### config.mk
export PLATFORM = sky130hd
export DESIGN_NAME = gpr_mp_flat
export DESIGN_NICKNAME = d
export VERILOG_FILES = /design/src/rtl/gpr_mp_if.sv /design/src/rtl/gpr_mp.sv /design/src/flat_wrapper.sv
export SDC_FILE = /design/constraint.sdc
export NUM_CORES = 2
export LEC_CHECK = 0
export CAP_MARGIN = 10
export CELL_PAD_IN_SITES_DETAIL_PLACEMENT = 0
export CELL_PAD_IN_SITES_GLOBAL_PLACEMENT = 1
export CORE_ASPECT_RATIO = 2
export CORE_UTILIZATION = 30
export DETAILED_ROUTE_END_ITERATION = 12
export PLACE_DENSITY_LB_ADDON = 0.1
export SLEW_MARGIN = 20
export SYNTH_ARGS = -nofsm -noshare
export SYNTH_HDL_FRONTEND = slang
export SYNTH_SLANG_ARGS = --single-unit
### constraint.sdc
create_clock -name clk -period 8.11 [get_ports clk]
set_input_delay 1.2165 -clock clk [delete_from_list [all_inputs] [get_ports clk]]
set_output_delay 1.2165 -clock clk [all_outputs]
set_load 0.01 [all_outputs]
### src/rtl/gpr_mp_if.sv
// ---------------------------------------------------------------------------
// gpr_mp_if
// Bundles the traffic of the multi-port register file: read addresses and
// read results, the two writeback lanes, the issue (busy-marking) request
// and the ready flag from the post-reset clear sequencer.
//
// Parameters: XLEN (register width), DEPTH (register count), NRP (read ports)
// Signals:
//   ready      file has finished clearing and accepts traffic
//   rs         NRP packed read addresses, port i at [i*AW +: AW]
//   pre_rrs    combinational forwarded read data, port i at [i*XLEN +: XLEN]
//   rrs        pre_rrs registered one cycle
//   rs_busy    per read port: source still waiting on a producer
//   we0/rd0/rrd0  writeback lane 0
//   we1/rd1/rrd1  writeback lane 1 (wins on address collisions)
//   iss_valid/iss_rd  issue request marking iss_rd busy
// Modports: master = decode/writeback side, slave = register file.
// ---------------------------------------------------------------------------
interface gpr_mp_if #(
    parameter int XLEN  = 32,
    parameter int DEPTH = 32,
    parameter int NRP   = 2
);
    localparam int AW = $clog2(DEPTH);

    logic                 ready;
    logic [NRP*AW-1:0]    rs;
    logic [NRP*XLEN-1:0]  pre_rrs;
    logic [NRP*XLEN-1:0]  rrs;
    logic [NRP-1:0]       rs_busy;
    logic                 we0;
    logic [AW-1:0]        rd0;
    logic [XLEN-1:0]      rrd0;
    logic                 we1;
    logic [AW-1:0]        rd1;
    logic [XLEN-1:0]      rrd1;
    logic                 iss_valid;
    logic [AW-1:0]        iss_rd;

    modport master (
        input  ready, pre_rrs, rrs, rs_busy,
        output rs, we0, rd0, rrd0, we1, rd1, rrd1, iss_valid, iss_rd
    );

    modport slave (
        output ready, pre_rrs, rrs, rs_busy,
        input  rs, we0, rd0, rrd0, we1, rd1, rrd1, iss_valid, iss_rd
    );
endinterface

### src/rtl/gpr_mp.sv
// ---------------------------------------------------------------------------
// gpr_mp
// Multi-port general purpose register file. NRP read ports with write-through
// forwarding (combinational pre_rrs, registered rrs), two writeback lanes with
// lane 1 taking priority, a per-register busy scoreboard fed by issue, and a
// clear sequencer that zeroes every register after reset before ready rises.
// Register 0 is hardwired to zero and is never busy.
//
// Ports:
//   clk    rising-edge clock
//   rst_n  asynchronous active-low reset
//   bus    gpr_mp_if slave modport (reads, writes, issue, ready)
// ---------------------------------------------------------------------------
module gpr_mp #(
    parameter int XLEN  = 32,
    parameter int DEPTH = 32,
    parameter int NRP   = 2
) (
    input  logic      clk,
    input  logic      rst_n,
    gpr_mp_if.slave   bus
);
    localparam int AW = $clog2(DEPTH);

    typedef enum logic {CLEAR, RUN} state_t;

    state_t               state, state_next;
    logic [AW-1:0]        clr_idx, clr_idx_next;
    logic [XLEN-1:0]      regs [DEPTH];
    logic [DEPTH-1:0]     busy, busy_next;
    logic [NRP*XLEN-1:0]  pre_rrs_c;
    logic [NRP-1:0]       rs_busy_c;
    logic                 wr0, wr1, iss;
    logic                 running;

    // Traffic only counts once the clear sequence is over; writes and issue
    // aimed at register 0 are dropped here so nothing downstream sees them.
    assign running = (state == RUN);
    assign wr0     = running && bus.we0 && (bus.rd0 != '0);
    assign wr1     = running && bus.we1 && (bus.rd1 != '0);
    assign iss     = running && bus.iss_valid && (bus.iss_rd != '0);

    // Forwarded value for one read address: lane 1 beats lane 0 beats the array.
    function automatic logic [XLEN-1:0] fwd(input logic [AW-1:0] addr);
        if (addr == '0)
            return '0;
        else if (wr1 && bus.rd1 == addr)
            return bus.rrd1;
        else if (wr0 && bus.rd0 == addr)
            return bus.rrd0;
        else
            return regs[addr];
    endfunction

    function automatic logic written(input logic [AW-1:0] addr);
        return (wr0 && bus.rd0 == addr) || (wr1 && bus.rd1 == addr);
    endfunction

    // State register for the clear sequencer.
    always_ff @(posedge clk or negedge rst_n) begin
        if (!rst_n) begin
            state   <= CLEAR;
            clr_idx <= '0;
        end else begin
            state   <= state_next;
            clr_idx <= clr_idx_next;
        end
    end

    // Walk clr_idx through every register once; the last clear write moves
    // the FSM to RUN, where it stays until the next reset.
    always_comb begin
        state_next   = state;
        clr_idx_next = clr_idx;
        unique case (state)
            CLEAR: begin
                if (clr_idx == AW'(DEPTH - 1))
                    state_next = RUN;
                else
                    clr_idx_next = clr_idx + AW'(1);
            end
            RUN: begin
                state_next = RUN;
            end
            default: begin
                state_next = CLEAR;
            end
        endcase
    end

    // Storage is not reset; the clear sequencer initialises it. Lane 1 is
    // written last so it wins when both lanes target the same register.
    always_ff @(posedge clk) begin
        if (state == CLEAR) begin
            regs[clr_idx] <= '0;
        end else begin
            if (wr0)
                regs[bus.rd0] <= bus.rrd0;
            if (wr1)
                regs[bus.rd1] <= bus.rrd1;
        end
    end

    // Retirement clears busy, issue sets it; the set is applied last because
    // a newly issued producer supersedes the one retiring this cycle.
    always_comb begin
        busy_next = busy;
        if (wr0)
            busy_next[bus.rd0] = 1'b0;
        if (wr1)
            busy_next[bus.rd1] = 1'b0;
        if (iss)
            busy_next[bus.iss_rd] = 1'b1;
    end

    always_ff @(posedge clk or negedge rst_n) begin
        if (!rst_n)
            busy <= '0;
        else
            busy <= busy_next;
    end

    // Per-port read data and busy view; both read as zero while clearing.
    // A source being written this cycle is no longer waiting on its producer.
    always_comb begin
        pre_rrs_c = '0;
        rs_busy_c = '0;
        for (int i = 0; i < NRP; i++) begin
            if (running) begin
                pre_rrs_c[i*XLEN +: XLEN] = fwd(bus.rs[i*AW +: AW]);
                rs_busy_c[i] = busy[bus.rs[i*AW +: AW]]
                             & ~written(bus.rs[i*AW +: AW])
                             & (bus.rs[i*AW +: AW] != '0);
            end
        end
    end

    // Registered copy of the forwarded data, captured on every edge.
    always_ff @(posedge clk or negedge rst_n) begin
        if (!rst_n)
            bus.rrs <= '0;
        else
            bus.rrs <= pre_rrs_c;
    end

    assign bus.pre_rrs = pre_rrs_c;
    assign bus.rs_busy = rs_busy_c;
    assign bus.ready   = running;

endmodule

### src/flat_wrapper.sv
// flat-port wrapper written by rule: the top's interface ports become plain ports
module gpr_mp_flat 
#(
    parameter int XLEN  = 32,
    parameter int DEPTH = 32,
    parameter int NRP   = 2
)
  (clk, rst_n, bus_ready, bus_pre_rrs, bus_rrs, bus_rs_busy, bus_rs, bus_we0, bus_rd0, bus_rrd0, bus_we1, bus_rd1, bus_rrd1, bus_iss_valid, bus_iss_rd);
  gpr_mp_if #(.XLEN(XLEN), .DEPTH(DEPTH), .NRP(NRP)) bus_i ();
  input  logic clk;
  input  logic rst_n;
  output wire logic [$bits(bus_i.ready)-1:0] bus_ready;
  output wire logic [$bits(bus_i.pre_rrs)-1:0] bus_pre_rrs;
  output wire logic [$bits(bus_i.rrs)-1:0] bus_rrs;
  output wire logic [$bits(bus_i.rs_busy)-1:0] bus_rs_busy;
  input wire logic [$bits(bus_i.rs)-1:0] bus_rs;
  input wire logic [$bits(bus_i.we0)-1:0] bus_we0;
  input wire logic [$bits(bus_i.rd0)-1:0] bus_rd0;
  input wire logic [$bits(bus_i.rrd0)-1:0] bus_rrd0;
  input wire logic [$bits(bus_i.we1)-1:0] bus_we1;
  input wire logic [$bits(bus_i.rd1)-1:0] bus_rd1;
  input wire logic [$bits(bus_i.rrd1)-1:0] bus_rrd1;
  input wire logic [$bits(bus_i.iss_valid)-1:0] bus_iss_valid;
  input wire logic [$bits(bus_i.iss_rd)-1:0] bus_iss_rd;
  assign bus_ready = bus_i.ready;
  assign bus_pre_rrs = bus_i.pre_rrs;
  assign bus_rrs = bus_i.rrs;
  assign bus_rs_busy = bus_i.rs_busy;
  assign bus_i.rs = bus_rs;
  assign bus_i.we0 = bus_we0;
  assign bus_i.rd0 = bus_rd0;
  assign bus_i.rrd0 = bus_rrd0;
  assign bus_i.we1 = bus_we1;
  assign bus_i.rd1 = bus_rd1;
  assign bus_i.rrd1 = bus_rrd1;
  assign bus_i.iss_valid = bus_iss_valid;
  assign bus_i.iss_rd = bus_iss_rd;
  gpr_mp #(.XLEN(XLEN), .DEPTH(DEPTH), .NRP(NRP)) u_core (.clk(clk), .rst_n(rst_n), .bus(bus_i));
endmodule
Yosys cells after proc, flatten, opt, wreduce, memory -nomap -nowiden
Memories as Yosys holds them, arrays and structs flattened.
Cells that the tools add are included.
Storage, ports and cells
  flip-flop bits (word level): 102
  memories: 1
  bits in writable memories: 1024
  bits of input ports: 94
Operators by class
  add/subtract/negate cells: 1
  bitwise logic cells: 13
  order comparisons: 8
  mux-type cells: 35
  reductions and logical operators: 24
  equality and inequality tests: 5
Memory list
  u_core.regs: words 32, bits a word 32, read ports 2, clocked after memory_dff 0, write ports 2, RTL line gpr_mp.sv:29  | logic [XLEN-1:0] regs [DEPTH];
Operators by type and width (count)
  2-to-1 mux 32 bit: 12
  AND 32 bit: 2
  inverter 32 bit: 2
  OR 32 bit: 1
  OR reduction 32 bit: 1
  < comparator 5 x 6 -> 1 bit (second input constant): 5
  nonzero test 5 bit: 5
  equality test 5 bit: 4
  2-to-1 mux 1 bit: 16
  demux 1 bit (select 5 bit): 3
  greater-or-equal comparator 5 x 1 -> 1 bit (second input constant): 3
  logical AND 1 bit: 13
  binary-select mux 1 bit (select 5 bit): 2
  zero test 5 bit: 2
  adder 5 x 1 -> 5 bit (second input constant): 1
  equality test 5 bit (second input constant): 1
  2-to-1 mux 5 bit: 1
  AND 1 bit: 4
  inverter 1 bit: 4
  logical OR 1 bit: 2
  one-hot mux 1 bit (2 select lines): 1
  AND reduction 2 bit: 1

Depth between registers and ports, before layout
  depth after elaboration: 11
  depth in mapped cells: 10
  mapped depth without buffers: 6

Worst setup path after synthesis
OpenSTA, ideal clock, no wires.
  path kind: input to register
  start point: input bus_rd0[1]
  end point: memory u_core.regs[3][0] (enable)
  arrival time: 4.809 ns
  stages on the path: 8
  path slack: 2.835 ns
  data required time: 7.644 ns
  setup time: 0.466 ns
  path through: buf_2 -> nor4_4 -> a21oi_2 -> buf_2 -> buf_4 -> mux2i_1 -> nand2_1 -> o21ai_0
RTL lines
  start, declared: RTL line flat_wrapper.sv:18  | input wire logic [$bits(bus_i.rd0)-1:0] bus_rd0;
  end, declared: RTL line gpr_mp.sv:29

Worst setup path after layout
  start point: input bus_rd1[3]
  end point: output bus_pre_rrs[62]
Between the ends
  longest elaborated chain between the ends: 6
Ends and longest elaborated chain
  start, declared: RTL line flat_wrapper.sv:21  | input wire logic [$bits(bus_i.rd1)-1:0] bus_rd1;
  nonzero test 5 bit: RTL line gpr_mp.sv:40  | assign wr1 = running && bus.we1 && (bus.rd1 != '0);
  logical AND 1 bit: RTL line gpr_mp.sv:40
  logical AND 1 bit *: RTL line gpr_mp.sv:47  | else if (wr1 && bus.rd1 == addr)
  2-to-1 mux 32 bit *: RTL line gpr_mp.sv:47
  2-to-1 mux 32 bit *: RTL line gpr_mp.sv:45  | if (addr == '0)
  2-to-1 mux 32 bit *: RTL line gpr_mp.sv:129  | if (running) begin
  end, declared: RTL line flat_wrapper.sv:13  | output wire logic [$bits(bus_i.pre_rrs)-1:0] bus_pre_rrs;
Every way passes the cells marked *; elsewhere a longest branch is shown, timed or not.

==> results.md <==
* Status: finished, final reports clean
* Seq/Total Area, Yosys at 51.1%
* GP Congestion at 0.819
* Final period util at a little over four fifths
* HPWL Detailed at 190000 microns
* Worst R2R Setup Slack at 4270 ps
* H-tree Lvls at 3
* Die area at 219000 sq um
* Pin count of the biggest net entering global routing at 84
* Layout Skew at roughly 28 ps
* Total power draw at 0.0140 W
* RR Startpoint: u_core.bus.ready
* Vias at a little over 50000
* Synth unique cells at 59
* Clk sink count at 1126
* Setup ws final at 1310 ps
* WL/cell at 38.2 microns
* WS Path Type: in2out
* Main synth FF type: edfxtp_1
* Hold Fails Final Rpt at 0
* Post-synth EDFFs at between 1000 and 1500
* Hold depth at 0
* Most frequent CP cell: clkdlybuf4s50_1
* Fraction of final layout cells sized beyond drive strength 1 at 18.2%
* First-pass GRT wire length at 431000 microns
* Syn Inst Count at 5637
* Post-CTS Hold Buffers at 0
* CTS Root Cell: clkbuf_16
* Site row count at 241
* Max incr delay on CP at 700 ps
* Max clock buf depth at 3
* Critical Path Source Type: input pin
* Worst setup EP type: output pin
* Initial antenna violation count at 19
* Leading area contributor after synthesis: edfxtp_1
* Number of max-cap violations at 0
* Skew-Pair Late Insertion Delay at 790 ps
* Leak Pwr at 25.0 nW
* Top cells by area, synth: edfxtp_1, mux4_2, o21ai_0
* Synth Register Bits at 1126
* Synth warn at 0
* Die width at 332 microns
* Share of the synthesized area in the top cell type at a little under half
* Core box area at 216000 sq um
* CP max-delay cell: or3_1
* Crit-path max FO at 66
* Drt pass-1 iters at 7
* Arrival time worst endpoint at roughly 5600 ps
* Fin nets at 5577
* Final setup TNS at 0 ps
* CTS clk-pin slew, worst paths at about 70 ps
* Post-CTS Setup Bufs at 0
* Async SR Flop Fraction at 9.06%
* PD cells at 188 nW/um^2
* Routed Antenna Nets at 0
* Pre-CTS setup slack at between 1000 and 1500 ps
* Final slew viol count at 0
* TritonCTS clock tree: yes
* Syn-to-layout area delta at 14.2%
* Worst endpoint required time at 6890 ps
* F_max at around 0.15 GHz
* Hold Slack at 416 ps
* Hold Path Sink: u_core.busy[0]
* Crit-path leading delay family: buffers and inverters
* I/O Pins at about 230
* Syn Area/Cell at 11.6 sq um
* Post-CTS Resized at 0
* Drt via density at roughly 6
* Buffers & Inverters on Critical Path at 3
* Crit-path cells: clkdlybuf4s50_1 > or3_1 > o31a_1 > nand4_1 > buf_12 > nand3_1 > o211ai_1 > clkdlybuf4s50_1
* Total grt overflow at 0
* R2R Path End: u_core.regs[15][25]
* Unrepaired setup endpoints after global routing: no
* Die Height at 661 microns
* Max transition margin at 23.2%
* Number of global-route vias before repair at just over 50000
* Synthesized Nets at 5733
* Post-Route WL at around 320000 microns
* DRT iter0 DRCs at 5495
* Worst VDD drop at 0.000180 V
* Port Buffer Count at 224
* Minimum clock period at just under 7000 ps
* Residual DRC count at 0
* Endpoints failing setup at 0
* R2R cell count at 7
* Worst Tran Pin Value at 1150 ps
* Initial core utilization at 30.2%
* Hold Crit Start: u_core.busy[0]
* Hold Path Class: reg2reg
* Mapped Area at ~65000 sq um
* GRT Util Overall at 28.7%
* Total CTS buffers at 115
[per-layer routing]
layer / share of wire (%) / vias to the layer above / global-route usage, %
met1: 37 / 26361 / 33.5
met3: 5.9 / 634 / 4.00
met5: 0.012 / - / 0
li1: - / 21096 / -
met4: 5.6 / 6 / 14.6
met2: 51 / 2308 / 51.3
[placed cells by master, fill, tap and decap left out, types with 29 or more instances in the layout]
master,synthesis,routed
a41oi_1,64,64
mux4_2,439,439
and3_1,58,56
mux2_2,76,76
a21oi_1,33,30
nor2b_1,64,62
o211ai_1,65,65
o21ai_0,1011,1006
nand2_1,1078,1064
edfxtp_1,1024,1024
o221ai_1,110,110
o2111ai_1,64,64
dfrtp_1,102,102
inv_1,126,124
a221oi_1,36,36
clkbuf_1,457,29
buf_4,35,170
nor4_1,65,65
clkbuf_16,0,119
nor2_4,0,32
o21a_1,55,55
mux2i_1,226,226
clkdlybuf4s50_1,0,215
[worst max-delay path by stage]
stage,from,slack [ps],to,cells past startpoint
after CTS,bus_rd1[3],1430,bus_pre_rrs[62],8
after global placement,bus_rd1[3],1500,bus_pre_rrs[62],8
after floorplan,bus_rd0[1],2840,u_core.regs[3][0],8
final,bus_rd1[3],1310,bus_pre_rrs[62],8
after global routing,bus_rd1[3],1270,bus_pre_rrs[62],8
after detailed placement,bus_rd1[3],1450,bus_pre_rrs[62],8
[where the power goes]
| group | total, W | internal (W) | switching [W] |
|---|---|---|---|
| clock network | 0.00560 | 0.00301 | 0.00259 |
| logic | 0.00194 | 0.000673 | 0.00126 |
| registers | 0.00648 | 0.00644 | 0.0000387 |
[logic make-up after synthesis]
logic type / Yosys count / synth area share (%)
buffers and inverters: 823 / 5.36
DFF: 1126 / 51.1
adders and majority gates: 2 / 0.0384
xor gates and xnor gates: 23 / 0.309
AOI/OAI and AO/OA: 1503 / 13.9
and+or+nand+nor: 1419 / 9.32
muxes: 741 / 20.0
[synthesized netlist by cell type, drive strengths merged (29+ instances only)]
master	n
o221ai	110
a221oi	36
nand2	1078
mux2	76
a41oi	64
mux2i	226
nor2	56
a21oi	34
o2111ai	64
and3	58
o21a	55
nand2b	29
o21ai	1011
buf	239
dfrtp	102
inv	126
mux4	439
o211ai	66
edfxtp	1024
clkbuf	458
nor4	66
nor2b	64
[per-stage QoR]
step	std cells	cell area, sq um	util, %
detailed placement	8157	70600	32.7
global route	8376	74400	34.5
CTS	8374	74400	34.5
floorplan	5637	65200	-
global placement	8150	70400	32.6
finish	8382	74400	34.5
[sequential cells by signal (all words and copies together), names as in the netlist]
| register | flops |
|---|---|
| u_core.bus.ready | 1 |
| u_core.bus.rrs | 64 |
| u_core.busy | 32 |
| u_core.clr_idx | 5 |
| u_core.regs | 1024 |
[area by class of cell]
class	instances	area (sq um)
Inverter	126	483
Timing Repair Buffer	424	4200
Clock inverter	56	517
Clock buffer	161	3270
Multi-Input combinational cell	3688	29200
Sequential cell	1126	33300
Fill cell	21033	141000
Antenna cell	7	17.5
Tap cell	2794	3500
[worst reg2reg max path: stages (launching register included)]
cell,delay [ps]
dfrtp_1,340
nand2_1,160
a21oi_4,260
buf_4,460
mux2i_1,340
nand2_1,290
o22ai_4,860
buf_4,710
Power figures use the tool's default switching activity.
